--- src/rtl/dt_mask_scan_pkg.sv ---
// Shared constants, FSM encoding and statistics record for the distance-transform post-processing blocks.
package dt_mask_scan_pkg;
   localparam int DATA_W  = 8;
   localparam int IMG_W   = 128;
   localparam int IMG_H   = 128;
   localparam int PIX_N   = IMG_W * IMG_H;
   localparam int RES_AW  = $clog2(PIX_N);
   localparam int WORD_W  = 16;
   localparam int WORD_AW = RES_AW - 4;
   localparam int CNT_W   = RES_AW + 1;
   localparam int SUM_W   = DATA_W + RES_AW;

   localparam logic [1:0] ST_IDLE  = 2'd0;
   localparam logic [1:0] ST_SCAN  = 2'd1;
   localparam logic [1:0] ST_DRAIN = 2'd2;
   localparam logic [1:0] ST_FIN   = 2'd3;

   typedef struct packed {
      logic [DATA_W-1:0] max_val;
      logic [RES_AW-1:0] max_addr;
      logic [CNT_W-1:0]  fg_cnt;
      logic [SUM_W-1:0]  dist_sum;
   } stats_t;

   function automatic logic mask_bit(input logic [DATA_W-1:0] v, input logic [DATA_W-1:0] t);
      return v >= t;
   endfunction
endpackage

--- src/rtl/dt_mask_scan_if.sv ---
// Result-RAM read port and mask-RAM write port of the mask scanner.
interface dt_mask_scan_if;
   import dt_mask_scan_pkg::*;

   logic                res_rd;
   logic [RES_AW-1:0]   res_addr;
   logic [DATA_W-1:0]   res_di;
   logic                msk_wr;
   logic [WORD_AW-1:0]  msk_addr;
   logic [WORD_W-1:0]   msk_do;

   modport master (output res_rd, res_addr, msk_wr, msk_addr, msk_do, input res_di);
   modport slave  (input res_rd, res_addr, msk_wr, msk_addr, msk_do, output res_di);
endinterface

--- src/rtl/dt_stat_acc.sv ---
// Running map statistics: max value with first address, non-zero count and sum of distances.
module dt_stat_acc
   import dt_mask_scan_pkg::*;
(
   input  logic              clk,
   input  logic              reset,
   input  logic              en_i,
   input  logic              clr_i,
   input  logic [DATA_W-1:0] pix_i,
   input  logic [RES_AW-1:0] addr_i,
   output stats_t            stats_o
);
   stats_t stats_q, stats_d;

   always_comb begin
      stats_d = stats_q;
      if (clr_i) begin
         stats_d = '0;
      end else if (en_i) begin
         stats_d.dist_sum = stats_q.dist_sum + SUM_W'(pix_i);
         stats_d.fg_cnt   = stats_q.fg_cnt + CNT_W'(pix_i != '0);
         // strict compare so an equal later value keeps the earlier address
         if (pix_i > stats_q.max_val) begin
            stats_d.max_val  = pix_i;
            stats_d.max_addr = addr_i;
         end
      end
   end

   always_ff @(posedge clk) begin
      if (reset) stats_q <= '0;
      else       stats_q <= stats_d;
   end

   assign stats_o = stats_q;
endmodule

--- src/rtl/dt_mask_scan.sv ---
// Raster-scans the distance map, packs thresholded pixels into 16-bit mask words and gathers statistics.
module dt_mask_scan
   import dt_mask_scan_pkg::*;
(
   input  logic              clk,
   input  logic              reset,
   input  logic              start,
   input  logic [DATA_W-1:0] thresh,
   dt_mask_scan_if.master    bus,
   output logic              busy,
   output logic              done,
   output logic [DATA_W-1:0] max_val,
   output logic [RES_AW-1:0] max_addr,
   output logic [CNT_W-1:0]  fg_cnt,
   output logic [SUM_W-1:0]  dist_sum
);
   localparam logic [RES_AW-1:0] LAST_ADDR = RES_AW'(PIX_N - 1);

   logic [1:0]         state_q, state_d;
   logic               busy_q, busy_d;
   logic               done_q, done_d;
   logic               rd_q, rd_d;
   logic [RES_AW-1:0]  addr_q, addr_d;
   logic [DATA_W-1:0]  thr_q, thr_d;
   logic               vld_p1_q;
   logic [RES_AW-1:0]  addr_p1_q;
   logic [WORD_W-1:0]  shreg_q, shreg_d;
   logic               wr_q, wr_d;
   logic [WORD_AW-1:0] waddr_q, waddr_d;
   logic [WORD_W-1:0]  wdata_q, wdata_d;
   logic               accept;
   stats_t             stats;

   assign accept = (state_q == ST_IDLE) && start;

   always_comb begin
      state_d = state_q;
      busy_d  = busy_q;
      done_d  = 1'b0;
      rd_d    = rd_q;
      addr_d  = addr_q;
      thr_d   = thr_q;
      case (state_q)
         ST_IDLE: begin
            if (start) begin
               state_d = ST_SCAN;
               busy_d  = 1'b1;
               rd_d    = 1'b1;
               addr_d  = '0;
               thr_d   = thresh;
            end
         end
         ST_SCAN: begin
            if (addr_q == LAST_ADDR) begin
               rd_d    = 1'b0;
               state_d = ST_DRAIN;
            end else begin
               addr_d = addr_q + 1'b1;
            end
         end
         ST_DRAIN: begin
            if (vld_p1_q && (addr_p1_q == LAST_ADDR)) state_d = ST_FIN;
         end
         ST_FIN: begin
            state_d = ST_IDLE;
            busy_d  = 1'b0;
            done_d  = 1'b1;
         end
         default: state_d = ST_IDLE;
      endcase
   end

   // stage p1: read data arrives, mask bit shifted in MSB-first
   always_comb begin
      shreg_d = shreg_q;
      wr_d    = 1'b0;
      waddr_d = waddr_q;
      wdata_d = wdata_q;
      if (vld_p1_q) begin
         shreg_d = {shreg_q[WORD_W-2:0], mask_bit(bus.res_di, thr_q)};
         if (&addr_p1_q[3:0]) begin
            wr_d    = 1'b1;
            waddr_d = addr_p1_q[RES_AW-1:4];
            wdata_d = shreg_d;
         end
      end
   end

   always_ff @(posedge clk) begin
      if (reset) begin
         state_q   <= ST_IDLE;
         busy_q    <= 1'b0;
         done_q    <= 1'b0;
         rd_q      <= 1'b0;
         addr_q    <= '0;
         thr_q     <= '0;
         vld_p1_q  <= 1'b0;
         addr_p1_q <= '0;
         shreg_q   <= '0;
         wr_q      <= 1'b0;
         waddr_q   <= '0;
         wdata_q   <= '0;
      end else begin
         state_q   <= state_d;
         busy_q    <= busy_d;
         done_q    <= done_d;
         rd_q      <= rd_d;
         addr_q    <= addr_d;
         thr_q     <= thr_d;
         vld_p1_q  <= rd_q;
         addr_p1_q <= addr_q;
         shreg_q   <= shreg_d;
         wr_q      <= wr_d;
         waddr_q   <= waddr_d;
         wdata_q   <= wdata_d;
      end
   end

   dt_stat_acc u_acc (
      .clk     (clk),
      .reset   (reset),
      .en_i    (vld_p1_q),
      .clr_i   (accept),
      .pix_i   (bus.res_di),
      .addr_i  (addr_p1_q),
      .stats_o (stats)
   );

   assign bus.res_rd   = rd_q;
   assign bus.res_addr = addr_q;
   assign bus.msk_wr   = wr_q;
   assign bus.msk_addr = waddr_q;
   assign bus.msk_do   = wdata_q;
   assign busy         = busy_q;
   assign done         = done_q;
   assign max_val      = stats.max_val;
   assign max_addr     = stats.max_addr;
   assign fg_cnt       = stats.fg_cnt;
   assign dist_sum     = stats.dist_sum;
endmodule

--- src/flat_wrapper.sv ---
// flat-port wrapper written by rule: the top's interface ports become plain ports
module dt_mask_scan_flat import dt_mask_scan_pkg::*;
  (clk, reset, start, thresh, busy, done, max_val, max_addr, fg_cnt, dist_sum, bus_res_rd, bus_res_addr, bus_msk_wr, bus_msk_addr, bus_msk_do, bus_res_di);
  dt_mask_scan_if bus_i ();
  input  logic clk;
  input  logic reset;
  input  logic start;
  input  logic [DATA_W-1:0] thresh;
  output logic busy;
  output logic done;
  output logic [DATA_W-1:0] max_val;
  output logic [RES_AW-1:0] max_addr;
  output logic [CNT_W-1:0] fg_cnt;
  output logic [SUM_W-1:0] dist_sum;
  output wire logic [$bits(bus_i.res_rd)-1:0] bus_res_rd;
  output wire logic [$bits(bus_i.res_addr)-1:0] bus_res_addr;
  output wire logic [$bits(bus_i.msk_wr)-1:0] bus_msk_wr;
  output wire logic [$bits(bus_i.msk_addr)-1:0] bus_msk_addr;
  output wire logic [$bits(bus_i.msk_do)-1:0] bus_msk_do;
  input wire logic [$bits(bus_i.res_di)-1:0] bus_res_di;
  assign bus_res_rd = bus_i.res_rd;
  assign bus_res_addr = bus_i.res_addr;
  assign bus_msk_wr = bus_i.msk_wr;
  assign bus_msk_addr = bus_i.msk_addr;
  assign bus_msk_do = bus_i.msk_do;
  assign bus_i.res_di = bus_res_di;
  dt_mask_scan u_core (.clk(clk), .reset(reset), .start(start), .thresh(thresh), .bus(bus_i), .busy(busy), .done(done), .max_val(max_val), .max_addr(max_addr), .fg_cnt(fg_cnt), .dist_sum(dist_sum));
endmodule
--- config.mk ---
export PLATFORM = sky130hd
export DESIGN_NAME = dt_mask_scan_flat
export DESIGN_NICKNAME = d
export VERILOG_FILES = /design/src/rtl/dt_mask_scan_pkg.sv /design/src/rtl/dt_mask_scan_if.sv /design/src/rtl/dt_stat_acc.sv /design/src/rtl/dt_mask_scan.sv /design/src/flat_wrapper.sv
export SDC_FILE = /design/constraint.sdc
export NUM_CORES = 1
export LEC_CHECK = 0
export CAP_MARGIN = 10
export CORE_MARGIN = 2
export CORE_UTILIZATION = 52
export CTS_BUF_LIST = sky130_fd_sc_hd__clkbuf_8 sky130_fd_sc_hd__clkbuf_16
export DETAILED_ROUTE_END_ITERATION = 16
export GPL_TIMING_DRIVEN = 0
export HOLD_SLACK_MARGIN = 0.08
export PLACE_DENSITY = 0.86
export SLEW_MARGIN = 20
export SYNTH_ARGS = -nofsm -noshare
export SYNTH_HDL_FRONTEND = slang
export SYNTH_SLANG_ARGS = --single-unit
--- constraint.sdc ---
create_clock -name clk -period 3 [get_ports clk]
set_clock_uncertainty 0.05 [all_clocks]
set_input_delay 0.3 -clock clk [delete_from_list [all_inputs] [get_ports clk]]
set_output_delay 0.3 -clock clk [all_outputs]
set_load 0.05 [all_outputs]
==> flow_summary.yaml <==
critical_path:
  path_cells: "inv_1 > ha_1 > and2_1 > clkbuf_1 > nor2_1 > clkbuf_1 > nand2_1 > mux2i_1"
  crit_slowest_cell: "nor2_1"
  required_ns: 3.29
  arrival_ns: 2.91
  crit_path_frequent_cell: "clkbuf_1"
  crit_path_start: "u_core.state_q[0]"
  reg2reg_to: "u_core.u_acc.stats_o[50]"
  worstSetupEndpoint: "u_core.u_acc.stats_o[50]"
  startpoint_type: "flop"
  path_class: "reg -> reg"
  reg2regPathDepth: 8
  crit_fanout: 10
  cp_slowest_stage_delay_ns: 0.61
  critPathTopFamily: "simple AND/OR/NAND/NOR gates"
  worstSetupPathDepth: 8
  crit_buf_inv: 3
  r2r-start: "u_core.state_q[0]"
  reg2reg_slack_ns: 0.38
  end_kind: "flop"
sta:
  postLayoutSetupSlackWorst_ns: 0.383
  fin_crit_sh_pct: 87.2
  rsz0062_at_grt: "false"
  slew_violations: 0
  holdWs_ns: 0.388
  period_needed_ns: 2.62
  hold_violations: 0
  fin_setup_tns_ns: 0
  setup_viol: 0
  worstMarginPinSlew_ns: 0.704
  max_freq_mhz: 382
  maxSlewHeadroom_pct: 52.9
floorplanning:
  core.rowCount: 40
  dieArea_mm2: 0.0133
  core_area_mm2: 0.0121
  die_h_um: 115
  start_util_pct: 53.3
  die_w_um: 115
  io_pins: 122
layout:
  areaGrowthSynthToFinish_pct: 31.5
  drive_gt1_share_pct: 6.28
  final_common_cell: "nand2_1"
  final_cell_mix: "152 x nand2_1, 143 x dfxtp_1, 121 x clkdlybuf4s50_1"
  fin_util_pct: 70.1
  design_area_mm2: 0.00845
  nNetsFinal: 930
  antenna_cells: 0
  instances_no_fill: 1060
synthesis:
  synth_edf_count: 0
  ys_types: 61
  seq_area_frac_synth_pct: 44.5
  yosysWarnings: 0
  syn_inst: 739
  synth_area_mm2: 0.00643
  async_reset_ff_share_pct: 0
  syn-num-nets: 790
  ys.flop_type: "dfxtp_1"
  ys_ff_latch: 143
  postSynthAreaPerCell_um2: 8.70
placement:
  dp_slack_ns: 0.0304
  portBuffers: 121
  globalplace.congestion: 0.910
  dpl-instance-area_mm2: 0.00785
  dp_hpwl_um: 12000
  place_inst: 1028
power:
  pwr-share-comb_pct: 19.7
  ir_drop_uv: 469
  p_leak_nw: 2.95
  seq_power_share_pct: 38.9
  powerDensity_mw_per_mm2: 615
  p_clk_share_pct: 41.4
  fin_total_pwr_mw: 5.20
  power_switching_mw: 1.55
  swShare_pct: 29.8
  p_int_mw: 3.65
hold_path:
  worstHoldStart: "thresh[6]"
  hold_class: "in -> reg"
clocking:
  cts_root_buffer: "clkbuf_16"
  cts_tree: "built"
  cts_resized: 0
  cts_htree_levels: 4
  clock_latency_ns: 0.41
  numCtsBuffers: 17
  clockBufferDepth: 2
  clk_pin_slew_worst_paths_ns: 0.06
  cts.sinks: 143
  cts_setup_buffers: 0
  cts_hold_buf: 0
drt:
  wl_met3_um: 820
  first_pass_iters: 5
  remaining_drc_errors: 0
  wl_met1_um: 7160
  drtIter0Drc: 365
  vias: 5859
  wl_met2_um: 8400
  maxUsedRoutingLayer: "met4"
  via_per_inst: 5.53
  drt-total-wl_um: 16600
  wire_per_inst_um: 15.6
  ant_nets: 0
job:
  cap_viol_max_count: 0
global_route:
  grt_pass1_vias: 5454
  grt_max_degree: 17
  antenna_found_initial: 0
  grt_usage_pct: 25.6
  grt_overflow: 0
  grt_pass1_wl_um: 26800
run_status:
  outcome: "finished, final reports clean"
==> cell families (layout without fill, tap and decap cells) <==
| group | count (synthesis) | after routing | share of synthesized area, % |
|---|---|---|---|
| AO/OA/AOI/OAI | 138 | 138 | 13.8 |
| XOR/XNOR | 14 | 14 | 1.91 |
| adder cells (fa/ha/maj) | 32 | 32 | 6.35 |
| buffers and inverters | 62 | 215 | 4.30 |
| flip-flops | 143 | 143 | 44.5 |
| multiplexers | 43 | 43 | 6.70 |
| AND/OR/NAND/NOR | 307 | 307 | 22.4 |
==> power groups by stage <==
stage                     combinational [mW]  clock, mW  sequential [mW]
after global placement                 0.982          0             2.06
after floorplan                        0.622          0             2.15
after global routing                    1.12       2.26             2.03
after CTS                               1.02       2.16             2.02
after detailed placement                1.00          0             2.06
final                                   1.02       2.15             2.02
==> sequential cells by signal (all words and copies together), names as in the netlist <==
| register | cells |
|---|---|
| u_core.u_acc.stats_o | 59 |
| u_core.bus.msk_do | 16 |
| u_core.shreg_q | 15 |
| u_core.addr_p1_q | 14 |
| u_core.bus.res_addr | 14 |
| u_core.bus.msk_addr | 10 |
| u_core.thr_q | 8 |
| u_core.state_q | 2 |
| u_core.bus.msk_wr | 1 |
| u_core.bus.res_rd | 1 |
| u_core.busy | 1 |
| u_core.done | 1 |
| u_core.vld_p1_q | 1 |
==> synth_stat cells (9+ instances only) <==
cell	count	area, um2
a21oi_1	59	295
clkbuf_1	18	67.6
dfxtp_1	143	2860
ha_1	31	388
inv_1	28	105
mux2i_1	43	430
nand2_1	152	571
nand3_1	10	50.1
nand4_1	14	87.6
nor2_1	58	218
nor2b_1	18	113
o21ai_0	24	120
or3_1	9	56.3
xor2_1	9	78.8
==> cell type report <==
cell class                 instances  area (um2)
timing repair buffer             121        1210
buffer                            34         171
sequential                       143        2860
inverter                          28         105
tap                              168         210
clock buffer                      18         439
fill                             914        3610
multi-input combinational        534        3290
clock inverter                    14         166
==> worst register-to-register path, stage by stage (launching register included) <==
cell and delay, ns:
dfxtp_1 0.38, inv_1 0.10, ha_1 0.26, and2_1 0.16, clkbuf_1 0.24, nor2_1 0.61
clkbuf_1 0.48, nand2_1 0.13, mux2i_1 0.14
==> layer usage <==
layer	vias up	track usage, %
met4	0	8.27
met2	195	45.2
met3	21	5.22
met1	2796	31.4
met5	-	0
li1	2847	-
==> worst min-delay path by stage <==
stage / to / slack, ns / cells past startpoint
6_report: u_core.thr_q[6] / 0.39 / 3
5_1_grt: u_core.thr_q[2] / 0.40 / 3
4_1_cts: u_core.thr_q[6] / 0.38 / 3
3_5_place_dp: u_core.thr_q[3] / 0.40 / 2
3_3_place_gp: u_core.u_acc.stats_o[37] / 0.39 / 2
2_1_floorplan: u_core.addr_p1_q[5] / 0.33 / 1
(Power assumes the default switching activity.)
